`src/rtl/muldiv_pkg.sv`:
```
// Shared types and operation-class helpers for the iterative RV32M multiply/divide unit.
package muldiv_pkg;

  // RV32M funct3 encodings
  typedef enum logic [2:0] {
    OP_MUL    = 3'b000,
    OP_MULH   = 3'b001,
    OP_MULHSU = 3'b010,
    OP_MULHU  = 3'b011,
    OP_DIV    = 3'b100,
    OP_DIVU   = 3'b101,
    OP_REM    = 3'b110,
    OP_REMU   = 3'b111
  } op_e;

  // Controller states: IDLE waits for issue, CALC iterates one bit per cycle,
  // DONE is the single write-back cycle.
  typedef enum logic [1:0] {
    IDLE = 2'd0,
    CALC = 2'd1,
    DONE = 2'd2
  } state_e;

  // Division and remainder share the restoring-divide path.
  function automatic logic is_div(op_e op);
    return (op == OP_DIV) || (op == OP_DIVU) || (op == OP_REM) || (op == OP_REMU);
  endfunction

  // Remainder ops return the high half of the divide accumulator.
  function automatic logic is_rem(op_e op);
    return (op == OP_REM) || (op == OP_REMU);
  endfunction

  // Operand A is two's complement for MUL, MULH, MULHSU, DIV and REM.
  function automatic logic is_signed_a(op_e op);
    return (op == OP_MUL) || (op == OP_MULH) || (op == OP_MULHSU) ||
           (op == OP_DIV) || (op == OP_REM);
  endfunction

  // Operand B is two's complement for MUL, MULH, DIV and REM (MULHSU keeps B unsigned).
  function automatic logic is_signed_b(op_e op);
    return (op == OP_MUL) || (op == OP_MULH) || (op == OP_DIV) || (op == OP_REM);
  endfunction

endpackage

```
`src/rtl/muldiv_unit.sv`:
```
// Iterative RV32M multiply/divide execute unit.
// Magnitudes are processed by a shared 2*XLEN shift register and one adder/subtractor
// (shift-add for multiply, restoring shift-subtract for divide); signs are restored in
// the cycle that enters DONE. Divide-by-zero and signed overflow skip the iteration.
//
// Handshake: an issue is accepted on a rising edge where start=1, flush=0 and busy=0;
// start during busy is dropped, never queued, so the issuer holds start until busy=0.
// wb_en is a one-cycle pulse in DONE (suppressed for rd=0, flush or reset in that
// cycle); wb_rd/wb_data are registered on entry to DONE and hold until the next DONE.
module muldiv_unit
  import muldiv_pkg::*;
#(
  parameter int XLEN   = 32,
  parameter int AWIDTH = 5
) (
  input  logic              clk,
  input  logic              reset,
  input  logic              start,
  input  logic              flush,
  input  logic [2:0]        funct3,
  input  logic [XLEN-1:0]   rs1_val,
  input  logic [XLEN-1:0]   rs2_val,
  input  logic [AWIDTH-1:0] rd_in,
  output logic              busy,
  output logic              wb_en,
  output logic [AWIDTH-1:0] wb_rd,
  output logic [XLEN-1:0]   wb_data,
  output state_e            dbg_state
);

  localparam int CW = $clog2(XLEN);
  localparam logic [XLEN-1:0] MIN_INT = {1'b1, {(XLEN-1){1'b0}}};
  localparam logic [CW-1:0]   LAST_CNT = CW'(XLEN - 1);

  state_e              state_q, state_d;
  op_e                 op_q, op_d;
  logic [AWIDTH-1:0]   rd_q, rd_d;
  logic                neg_q, neg_d;
  logic [2*XLEN-1:0]   acc_q, acc_d;
  logic [XLEN-1:0]     b_q, b_d;
  logic [CW-1:0]       cnt_q, cnt_d;
  logic [AWIDTH-1:0]   wb_rd_q, wb_rd_d;
  logic [XLEN-1:0]     wb_data_q, wb_data_d;

  // Issue-side decode
  op_e                 op_in;
  logic                sign_a, sign_b, neg_in;
  logic [XLEN-1:0]     abs_a, abs_b;
  logic                div_zero, div_ovf, special;
  logic [XLEN-1:0]     special_res;

  // Iteration datapath
  logic                div_mode;
  logic [XLEN:0]       add_x, add_y;
  logic [XLEN+1:0]     sum;
  logic                ge;
  logic [2*XLEN-1:0]   acc_step;
  logic [2*XLEN-1:0]   prod_fix;
  logic [XLEN-1:0]     div_pick, div_fix, calc_res;

  // Decode the incoming op: operand magnitudes, result sign and bypass cases
  always_comb begin
    op_in       = op_e'(funct3);
    sign_a      = is_signed_a(op_in) & rs1_val[XLEN-1];
    sign_b      = is_signed_b(op_in) & rs2_val[XLEN-1];
    abs_a       = sign_a ? ('0 - rs1_val) : rs1_val;
    abs_b       = sign_b ? ('0 - rs2_val) : rs2_val;
    neg_in      = is_rem(op_in) ? sign_a : (sign_a ^ sign_b);
    div_zero    = is_div(op_in) && (rs2_val == '0);
    div_ovf     = ((op_in == OP_DIV) || (op_in == OP_REM)) &&
                  (rs1_val == MIN_INT) && (rs2_val == '1);
    special     = div_zero || div_ovf;
    special_res = '0;
    if (div_zero) begin
      special_res = is_rem(op_in) ? rs1_val : '1;
    end else if (div_ovf) begin
      special_res = is_rem(op_in) ? '0 : MIN_INT;
    end
  end

  // One iteration step through the shared adder, plus sign fix-up of the final step
  always_comb begin
    div_mode = is_div(op_q);
    if (div_mode) begin
      add_x = acc_q[2*XLEN-1:XLEN-1];
      add_y = ~{1'b0, b_q};
    end else begin
      add_x = {1'b0, acc_q[2*XLEN-1:XLEN]};
      add_y = acc_q[0] ? {1'b0, b_q} : '0;
    end
    // For divide the carry-in completes the two's complement of B; carry-out means no borrow
    sum = {1'b0, add_x} + {1'b0, add_y} + {{(XLEN+1){1'b0}}, div_mode};
    ge  = sum[XLEN+1];
    if (div_mode) begin
      acc_step = {(ge ? sum[XLEN-1:0] : acc_q[2*XLEN-2:XLEN-1]), acc_q[XLEN-2:0], ge};
    end else begin
      acc_step = {sum[XLEN:0], acc_q[XLEN-1:1]};
    end
    prod_fix = neg_q ? ('0 - acc_step) : acc_step;
    div_pick = is_rem(op_q) ? acc_step[2*XLEN-1:XLEN] : acc_step[XLEN-1:0];
    div_fix  = neg_q ? ('0 - div_pick) : div_pick;
    if (div_mode) begin
      calc_res = div_fix;
    end else if (op_q == OP_MUL) begin
      calc_res = prod_fix[XLEN-1:0];
    end else begin
      calc_res = prod_fix[2*XLEN-1:XLEN];
    end
  end

  // Next-state and register updates for the controller and datapath
  always_comb begin
    state_d   = state_q;
    op_d      = op_q;
    rd_d      = rd_q;
    neg_d     = neg_q;
    acc_d     = acc_q;
    b_d       = b_q;
    cnt_d     = cnt_q;
    wb_rd_d   = wb_rd_q;
    wb_data_d = wb_data_q;
    unique case (state_q)
      IDLE: begin
        if (start && !flush) begin
          op_d  = op_in;
          rd_d  = rd_in;
          neg_d = neg_in;
          acc_d = {{XLEN{1'b0}}, abs_a};
          b_d   = abs_b;
          cnt_d = '0;
          if (special) begin
            state_d   = DONE;
            wb_rd_d   = rd_in;
            wb_data_d = special_res;
          end else begin
            state_d = CALC;
          end
        end
      end
      CALC: begin
        if (flush) begin
          state_d = IDLE;
        end else begin
          acc_d = acc_step;
          cnt_d = cnt_q + 1'b1;
          if (cnt_q == LAST_CNT) begin
            state_d   = DONE;
            wb_rd_d   = rd_q;
            wb_data_d = calc_res;
          end
        end
      end
      DONE: begin
        state_d = IDLE;
      end
      default: begin
        state_d = IDLE;
      end
    endcase
  end

  // State and datapath registers with synchronous reset
  always_ff @(posedge clk) begin
    if (reset) begin
      state_q   <= IDLE;
      op_q      <= OP_MUL;
      rd_q      <= '0;
      neg_q     <= 1'b0;
      acc_q     <= '0;
      b_q       <= '0;
      cnt_q     <= '0;
      wb_rd_q   <= '0;
      wb_data_q <= '0;
    end else begin
      state_q   <= state_d;
      op_q      <= op_d;
      rd_q      <= rd_d;
      neg_q     <= neg_d;
      acc_q     <= acc_d;
      b_q       <= b_d;
      cnt_q     <= cnt_d;
      wb_rd_q   <= wb_rd_d;
      wb_data_q <= wb_data_d;
    end
  end

  // Outputs: write pulse is killed by flush/reset arriving in the DONE cycle
  always_comb begin
    busy      = (state_q != IDLE);
    wb_en     = (state_q == DONE) && (rd_q != '0) && !flush && !reset;
    wb_rd     = wb_rd_q;
    wb_data   = wb_data_q;
    dbg_state = state_q;
  end

endmodule
```
`config.mk`:
```
export PLATFORM = sky130hd
export DESIGN_NAME = muldiv_unit
export DESIGN_NICKNAME = d
export VERILOG_FILES = /design/src/rtl/muldiv_pkg.sv /design/src/rtl/muldiv_unit.sv
export SDC_FILE = /design/constraint.sdc
export NUM_CORES = 1
export LEC_CHECK = 0
export BUFFER_PORTS_ARGS = -buffer_cell sky130_fd_sc_hd__buf_2
export CORE_UTILIZATION = 41
export CTS_BUF_LIST = sky130_fd_sc_hd__clkbuf_4 sky130_fd_sc_hd__clkbuf_8
export CTS_CLUSTER_SIZE = 30
export DETAILED_ROUTE_END_ITERATION = 7
export GPL_TIMING_DRIVEN = 0
export SLEW_MARGIN = 20
export SYNTH_ARGS = -nofsm -noshare
export SYNTH_HDL_FRONTEND = slang
export SYNTH_SLANG_ARGS = --single-unit
```
`constraint.sdc`:
```
create_clock -name clk -period 9.6 [get_ports clk]
set_clock_uncertainty 0.15 [all_clocks]
set_input_delay 0.96 -clock clk [delete_from_list [all_inputs] [get_ports clk]]
set_output_delay 0.96 -clock clk [all_outputs]
set_load 0.02 [all_outputs]
```
# ---- After elaboration in Yosys (flattened, before gate mapping)
# Index checks and enable logic that the tools add are counted.
dict set report op_classes {
  addsub 7
  n_eq_ne 20
  muxes 38
  bitwise 4
  n_reduce_logical 36
}
# cell n
set ops {}
lappend ops {{2-to-1 mux 32 bit} 16}
lappend ops {{2-to-1 mux 64 bit} 4}
lappend ops {{case mux 64 bit (2 select lines)} 1}
lappend ops {{subtractor 1 x 32 -> 32 bit, first input constant} 3}
lappend ops {{2-to-1 mux 33 bit} 2}
lappend ops {{== test 32 bit, second input constant} 2}
lappend ops {{case mux 32 bit (2 select lines)} 1}
lappend ops {{subtractor 1 x 64 -> 64 bit, first input constant} 1}
lappend ops {{adder 33 x 33 -> 34 bit} 1}
lappend ops {{adder 34 x 1 -> 34 bit} 1}
lappend ops {{inverter 32 -> 33 bit} 1}
lappend ops {{logical NOT 32 bit} 1}
lappend ops {{2-to-1 mux 5 bit} 6}
lappend ops {{== test 3 bit, second input constant} 8}
lappend ops {{case mux 5 bit (2 select lines)} 2}
lappend ops {{logical OR 1 bit} 16}
lappend ops {{2-to-1 mux 2 bit} 4}
lappend ops {{inequality test 2 bit, second input constant} 4}
lappend ops {{logical AND 1 bit} 7}
lappend ops {{logical NOT 3 bit} 2}
lappend ops {{adder 5 x 1 -> 5 bit, second input constant} 1}
lappend ops {{== test 5 bit, second input constant} 1}
lappend ops {{AND reduction 5 bit} 1}
lappend ops {{nonzero test 5 bit} 1}
lappend ops {{other kinds (14)} 18}
dict set report totals {
  ff_bits 149
  input_bits 76
  output_inout_bits 41
  elab_cells 114
}

# ---- Logic depth before layout (Yosys ltp)
# Gate-level depths: netlist of run 1.
dict set report depth {
  ltp_word 16
  depth_mapped 38
  ltp_nobuf 23
}

# ---- Least setup slack after synthesis of run 1
# Ideal clock, no wire load.
dict set report synth_path {
  path_kind {flip-flop to flip-flop}
  startpoint {reg op_q[2]}
  endpoint {reg wb_data_q[30] (netlist: wb_data[30])}
  setup_time_ns 0.143
  arrival_time_ns 8.238
  t_required_ns 9.307
  slack_ns 1.070
  stages_incl_launch_ff 38
  n_path_buf 16
  period_less_slack_ns 8.530
  path_cell_list {dfxtp_1 buf_6 buf_2 buf_2 buf_2 buf_2 clkbuf_1 buf_1 clkbuf_1 clkbuf_1 buf_1 mux2_2 ha_1 buf_6 a21oi_1 o21ai_1 a21o_1 o31ai_4 [2 not listed] buf_6 clkbuf_1 buf_1 a21oi_1 ha_1 inv_1 nor3_1 nand4b_1 or3_1 buf_2 nand2b_1 a2111o_1 nor4_2 nand4_2 or2_0 o31a_1 nor3_1 a311oi_1}
}
dict set report synth_between {
  elab_chain_len 16
  elab_cells_between_ends 25
  cone_classes {4 x add/sub; 4 x eq/ne; 12 x mux; 5 x reduce/logical}
}
# element line_no
set synth_lines {}
lappend synth_lines {{from (decl)} muldiv_unit.sv:36} ;# op_e op_q, op_d;
lappend synth_lines {{from (signal assigned)} muldiv_unit.sv:176} ;# op_q <= op_d;
lappend synth_lines {{== test 3 bit} muldiv_pkg.sv:26} ;# return (op == OP_DIV) || (op == OP_DIVU) || (op == OP_REM) || (op == OP_REMU);
lappend synth_lines {{logical OR 1 bit (3 in series)} muldiv_pkg.sv:26}
lappend synth_lines {{2-to-1 mux 33 bit} muldiv_unit.sv:84} ;# if (div_mode) begin
lappend synth_lines {{adder 33 x 33 -> 34 bit} muldiv_unit.sv:92} ;# sum = {1'b0, add_x} + {1'b0, add_y} + {{(XLEN+1){1'b0}}, div_mode};
lappend synth_lines {{adder 34 x 1 -> 34 bit} muldiv_unit.sv:92}
lappend synth_lines {{2-to-1 mux 32 bit} muldiv_unit.sv:95} ;# acc_step = {(ge ? sum[XLEN-1:0] : acc_q[2*XLEN-2:XLEN-1]), acc_q[XLEN-2:0], ge};
lappend synth_lines {{2-to-1 mux 64 bit} muldiv_unit.sv:94} ;# if (div_mode) begin
lappend synth_lines {{subtractor 1 x 64 -> 64 bit or 2-to-1 mux 32 bit (tied branches)} {muldiv_unit.sv:99, muldiv_unit.sv:100}}
lappend synth_lines {{2-to-1 mux 64 bit or subtractor 1 x 32 -> 32 bit (tied branches)} {muldiv_unit.sv:99, muldiv_unit.sv:101}}
lappend synth_lines {{2-to-1 mux 32 bit (on tied branches)} {muldiv_unit.sv:104, muldiv_unit.sv:101}}
lappend synth_lines {{2-to-1 mux 32 bit (*)} muldiv_unit.sv:102} ;# if (div_mode) begin
lappend synth_lines {{2-to-1 mux 32 bit (*)} muldiv_unit.sv:146} ;# if (cnt_q == LAST_CNT) begin
lappend synth_lines {{2-to-1 mux 32 bit (*)} muldiv_unit.sv:141} ;# if (flush) begin
lappend synth_lines {{case mux 32 bit (2 select lines) (*)} muldiv_unit.sv:122} ;# unique case (state_q)
lappend synth_lines {{to (signal assigned)} muldiv_unit.sv:183} ;# wb_data_q <= wb_data_d;
lappend synth_lines {{to (decl)} muldiv_unit.sv:43} ;# logic [XLEN-1:0] wb_data_q, wb_data_d;
# Mark *: on every way between the ends. The rest lies on a longest branch, timed or not. The select of a mux whose other input is x is not followed.
# A chain may end at the register's enable or synchronous reset.

# ---- Worst setup path after layout of run 1
dict set report layout_path {
  startpoint {reg op_q[2]}
  endpoint {reg wb_data_q[16] (netlist: wb_data[16])}
}
# Same word-level chain as after synthesis.

==> metrics.txt, run 1 <==
status=finished clean; Setup crit end=wb_data[16]; most area-consuming cells after synthesis=dfxtp_1 19%, nor2_1 6.1%, nand2_1 5.7%; Critical Path Fanout Max=19; critical path startpoint category=flip-flop; synth cell count leaders=263 x nor2_1, 246 x nand2_1, 169 x o21ai_0; post-synthesis cell type count=107; asr flop ratio synth=0; Core Box Area=38650 sq um; period utilisation layout=0.9971; routability congestion estimate=1.008; Mapped Nets=2392; hold crit path type=reg2reg; post-synth top area share=0.1854; Top Layer Used=met5; reg2reg path depth=35; Req. time, crit path=9880 ps; final hold violation count=0; ANT cells=0; WP data arrival=9850 ps; Residual DRC=0; Crit. Startpoint=op_q[2]; CP Capture Type=flip-flop; drt first pass iters=7; buffer levels on the longest clock path=2; Buffers on Ports=115; antenna-violating nets left=0; Fmax=104.5 MHz; final WL=84270 um; worst hold slack=310.0 ps; Routed met1 length=35140 um; DR vias=19640; post-synthesis sequential area ratio=0.1854; total die area=40040 sq um; layout cells sized above 1=0.1367; Yosys reg bits=149; Routed WL per cell=28.66 um; clk slew on worst S/H paths=90 ps; Num CTS Buffers=17; WL met2=36370 um; critical path's most frequent cell=buf_6; headroom to the max-slew limit=0.2463; Final setup viols=0; Sequential Area=2983 sq um; chip height=200.1 um; clock latency on the worst-skew pair=600 ps; unrepaired setup endpoints after global routing=false; # nets final=2526; Layout fillers=4078; R2R Path Start=op_q[2]; via/cell ratio=6.681; Crit-path slowest cell=or3_1; routed wl met3=8681 um; DRT iter0 DRCs=2435; post-route minimum period=9572 ps; Max VDD drop=115.5 uV; io pins=117; CTS tree=done; Power Total=2.554 mW; top_reg_cell synth=dfxtp_1; global-route wire length before repair=120400 um; Die X=200.1 um; Hold-fix buffers, CTS=0; Max Cap Violations=0; worst slew pin tran=1131 ps; Starting Density=0.4164; clk root buf=clkbuf_8; detailed placement HPWL=67650 um; Area Growth Syn to Fin=11.12%; most frequent cell after synthesis=nor2_1; Post-Syn Area per Cell=7.073 sq um; EDFF count, synth=0; Mapped Cells=2275; clock sink count=149; largest net degree at the start of global routing=20; Setup CP Type=reg2reg; slowest cell delay on critical path=430 ps; largest area contributor in the netlist=dfxtp_1; FF-to-FF setup slack=30 ps; global-route usage over all layers=0.4097; Max Slew Vio Count=0; Synth warnings=0; Rows=72; RR Endpoint=wb_data[16]; synthesized area=16090 sq um; PwrDens=142.8 nW/um^2; Leak Pwr=6.597 nW; initial antenna violation count=1; total gr overflow=0; Multi-input gate area=12160 sq um; vias in the first global route=17900; H-tree depth=4
[repair_timing]
| action | 4_1_cts | 5_1_grt |
|---|---|---|
| buffers inserted | 2 | 0 |
| gates cloned | 0 | 0 |
| pin swaps | 1 | 1 |
| setup endpoints to repair | 50 | 13 |
| resized for setup | 45 | 2 |
[power breakdown]
part           switching, mW  total (mW)  internal (mW)
Combinational          0.892        1.26          0.370
Sequential            0.0564       0.724          0.668
Clock                  0.323       0.567          0.245
Total                   1.27        2.55           1.28
[layout by cell type (no fill, tap or decap), types with 27 or more instances in the layout]
cell      instances
nand3_1          77
a31oi_1          29
clkbuf_1        100
or3_1            27
a22oi_1          34
dfxtp_1         149
mux2_2           36
o31ai_1          33
inv_1            40
ha_1             39
xor2_1           57
nand4_1          32
a21oi_1         165
buf_2           141
a211oi_1         58
nor3_1           72
mux2i_1          33
xnor2_1          67
nor2_1          263
nand2_1         246
o211ai_1         48
o21ai_0         169
[worst min path at each step]
stage	start	to	slack, ps	cells past startpoint
3_3_place_gp	cnt_q[4]	cnt_q[4]	300	2
5_1_grt	cnt_q[4]	cnt_q[4]	330	2
3_5_place_dp	cnt_q[4]	cnt_q[4]	300	2
2_1_floorplan	cnt_q[4]	cnt_q[4]	290	2
6_report	cnt_q[4]	cnt_q[4]	310	2
4_1_cts	cnt_q[4]	cnt_q[4]	320	2
[metrics by stage]
stage                     instance area, sq um    util  setup WS (ps)  TNS (ps)  cells
after floorplan                          16090       -           1070         0   2275
after global placement                   17320  0.4480          -4060    -86430   2908
after detailed placement                 17330  0.4485          -4058    -84700   2909
after CTS                                17880  0.4626          63.08         0   2941
after global routing                     17880  0.4627          1.424         0   2940
final                                    17880  0.4627          27.81         0   2940
[final cells by class]
cell class,instances,share of cell area
plain buffers,178,0.05171
clock buffers,18,0.01385
clock inverters,14,0.009097
inverters,41,0.008817
multi-input cells,1904,0.6802
flip-flops and latches,149,0.1668
well taps,518,0.03625
repair buffers,118,0.03331
[critical path: cells and delay by family (launching register included)]
kind / cells / cell delay (ps)
AO/OA/AOI/OAI: 7 / 1990
XOR/XNOR: 1 / 190
adder cells (fa/ha/maj): 2 / 630
buffers and inverters: 15 / 3550
flip-flops: 1 / 350
multiplexers: 1 / 340
AND/OR/NAND/NOR: 9 / 2100
[per-layer routing]
metal / vias up / GRT usage
li1: 8798 / -
met1: 9452 / 0.5431
met2: 1187 / 0.6255
met3: 202 / 0.08868
met4: 2 / 0.2036
met5: - / 0
[logic make-up (layout without fill, tap and decap cells)]
logic type,count (synthesis),count (layout),share of synthesized area
AOI/OAI and AO/OA,792,792,0.3387
xor gates and xnor gates,124,124,0.06749
adders and majority gates,41,41,0.03281
buffers and inverters,222,369,0.06314
DFF,149,149,0.1854
muxes,71,71,0.04720
and+or+nand+nor,876,876,0.2653
[registers in the layout (all words and copies together), names as in the netlist]
register / flops
acc_q: 64
dbg_state: 2
rd_q: 5
op_q: 3
b_q: 32
wb_data: 32
wb_rd: 5
cnt_q: 5
neg_q: 1
Power figures use the tool's default switching activity.
==> run 2: changes to the inputs <==
==> constraint.sdc (replaced) <==
create_clock -name clk -period 8.1 [get_ports clk]
set_clock_uncertainty 0.15 [all_clocks]
set_input_delay 0.81 -clock clk [delete_from_list [all_inputs] [get_ports clk]]
set_output_delay 0.81 -clock clk [all_outputs]
set_load 0.02 [all_outputs]
==> run 2 against run 1 <==
Combinational power increased by 21%; critical path depth increased by 2; highest routed layer is now met4; cell area increased by 2.4%.
==> metrics.txt, run 2 (synthesis gave the netlist of run 1 again) <==
status=finished clean; WL met2=36720 um (+0.95%); clock sink count=149 (unchanged); buffer levels on the longest clock path=2 (unchanged); post-route minimum period=7838 ps (-1734 ps); vias in the first global route=18250 (+2.0%); H-tree depth=4 (unchanged); DR vias=19660 (+0.11%); Starting Density=0.4164 (unchanged); PwrDens=166.3 nW/um^2 (+16%); Max Slew Vio Count=0 (unchanged); global-route usage over all layers=0.4169 (+0.007148); Fmax=127.6 MHz (+22%); antenna-violating nets left=0 (unchanged); Buffers on Ports=115 (unchanged); Rows=72 (unchanged); unrepaired setup endpoints after global routing=false; Leak Pwr=6.741 nW (+2.2%); period utilisation layout=0.9677 (-0.02942); detailed placement HPWL=68290 um (+0.96%); largest net degree at the start of global routing=17 (-15%); commonest cells after routing, fill and taps aside=263 x nor2_1, 246 x nand2_1, 163 x a21oi_1, 158 x o21ai_0, 148 x dfxtp_1; Final setup viols=0 (unchanged); headroom to the max-slew limit=0.2078 (-0.03843); final WL=85040 um (+0.92%); Top Layer Used=met4; critical path's most frequent cell=buf_12; Crit-path slowest cell=or3_1; Power Total=3.045 mW (+19%); Max Cap Violations=0 (unchanged); Setup CP Type=reg2reg; io pins=117 (unchanged); DRT iter0 DRCs=2493 (+2.4%); worst slew pin tran=1188 ps (+57.65 ps); Area Growth Syn to Fin=13.76%; Max VDD drop=139.0 uV (+20%); total die area=40040 sq um (unchanged); clk root buf=clkbuf_8; Req. time, crit path=8360 ps (-1520 ps); max FFs per register=64 (unchanged); # nets final=2537 (+0.44%); Crit. Startpoint=op_q[2]; drt first pass iters=6 (-1); routability congestion estimate=1.017 (+0.86%); Routed WL per cell=28.81 um (+0.51%); global-route wire length before repair=122600 um (+1.8%); Die X=200.1 um (unchanged); WP data arrival=8100 ps (-1750 ps); critical path startpoint category=flip-flop; clock latency on the worst-skew pair=590 ps (about the same); via/cell ratio=6.661 (-0.30%); hold crit path type=reg2reg; CP Capture Type=flip-flop; initial antenna violation count=0 (-1); total gr overflow=0 (unchanged); TNS Setup=0 ps (unchanged); hold path startpoint=cnt_q[4]; routed wl met3=8338 um (-4.0%); final hold violation count=0 (unchanged); Residual DRC=0 (unchanged); most common cell after layout, fill and taps aside=nor2_1; Routed met1 length=35300 um (+0.46%); Critical Path Fanout Max=28 (+9); R2R Path Start=op_q[2]; chip height=200.1 um (unchanged); Num CTS Buffers=17 (unchanged); slowest cell delay on critical path=450 ps (+20 ps); clk slew on worst S/H paths=90 ps (about the same); Biggest register=acc_q; layout cells sized above 1=0.1525 (+0.01582); Core Box Area=38650 sq um (unchanged); CTS tree=done
run 2: changes by cell type in the layout (fill, tap and decap cells not counted), sizes merged:
cell and change:
diode +1, buf +11, clkinvlp -1, inv +1, clkinv +1, clkdlybuf4s15 -1
run 2: final timing paths:
path / endpoint / slack (ps) / depth (start not counted)
worst min register to register: cnt_q[4] / 310 / 2
worst max register to register: wb_data[24] / 260 / 37
worst min-delay path: cnt_q[4] / 310 / 2
worst max-delay path: wb_data[24] / 260 / 37
run 2: critical path: cells and delay by family, from the launching register on:
family	cells	cell delay, ps
simple gates	12	2220
fa+ha+maj	2	480
mux	2	710
flops	1	350
compound gates	4	990
buf+inv	17	2700
run 2: per-layer routing:
metal | up-vias | GRT usage
met5 | - | 0
li1 | 8819 | -
met2 | 1109 | 0.6308
met3 | 206 | 0.07826
met1 | 9528 | 0.5559
met4 | 0 | 0.2310
run 2: stage by stage:
stage                     cells    util  worst slack (ps)  hold WS, ps  instance area (sq um)
after floorplan            2275       -             34.66        286.2                  16100
after global placement     2908  0.4483             -4483        295.3                  17320
after detailed placement   2909  0.4486             -4432        302.4                  17340
after CTS                  2952  0.4716            0.9504        293.5                  18230
after global routing       2951  0.4736             116.3        329.1                  18300
final                      2952  0.4737             261.8        314.3                  18310
run 2: cell type report:
class                           instances  area [sq um]
Inverter                               41         153.9
Sequential cell                       149          2984
Tap cell                              518         648.1
Clock inverter                         15         167.7
Timing Repair Buffer                  128         674.4
Clock buffer                           17         234.0
Multi-Input combinational cell       1904         12330
Buffer                                179          1116
Fill cell                            4073         20340
Antenna cell                            1         2.502
run 2: repair_timing:
item,in CTS,in global routing
gates resized for setup,107,19
endpoints found under the setup margin,64,14
pin swaps,11,11
hold buffers,0,0
setup buffers,11,1
run 2: report_power, final:
group | leakage [nW] | internal, mW | switching, mW
Combinational | 5.33 | 0.461 | 1.07
Clock | 0.203 | 0.281 | 0.369
Sequential | 1.21 | 0.792 | 0.0681
Total | 6.74 | 1.53 | 1.51
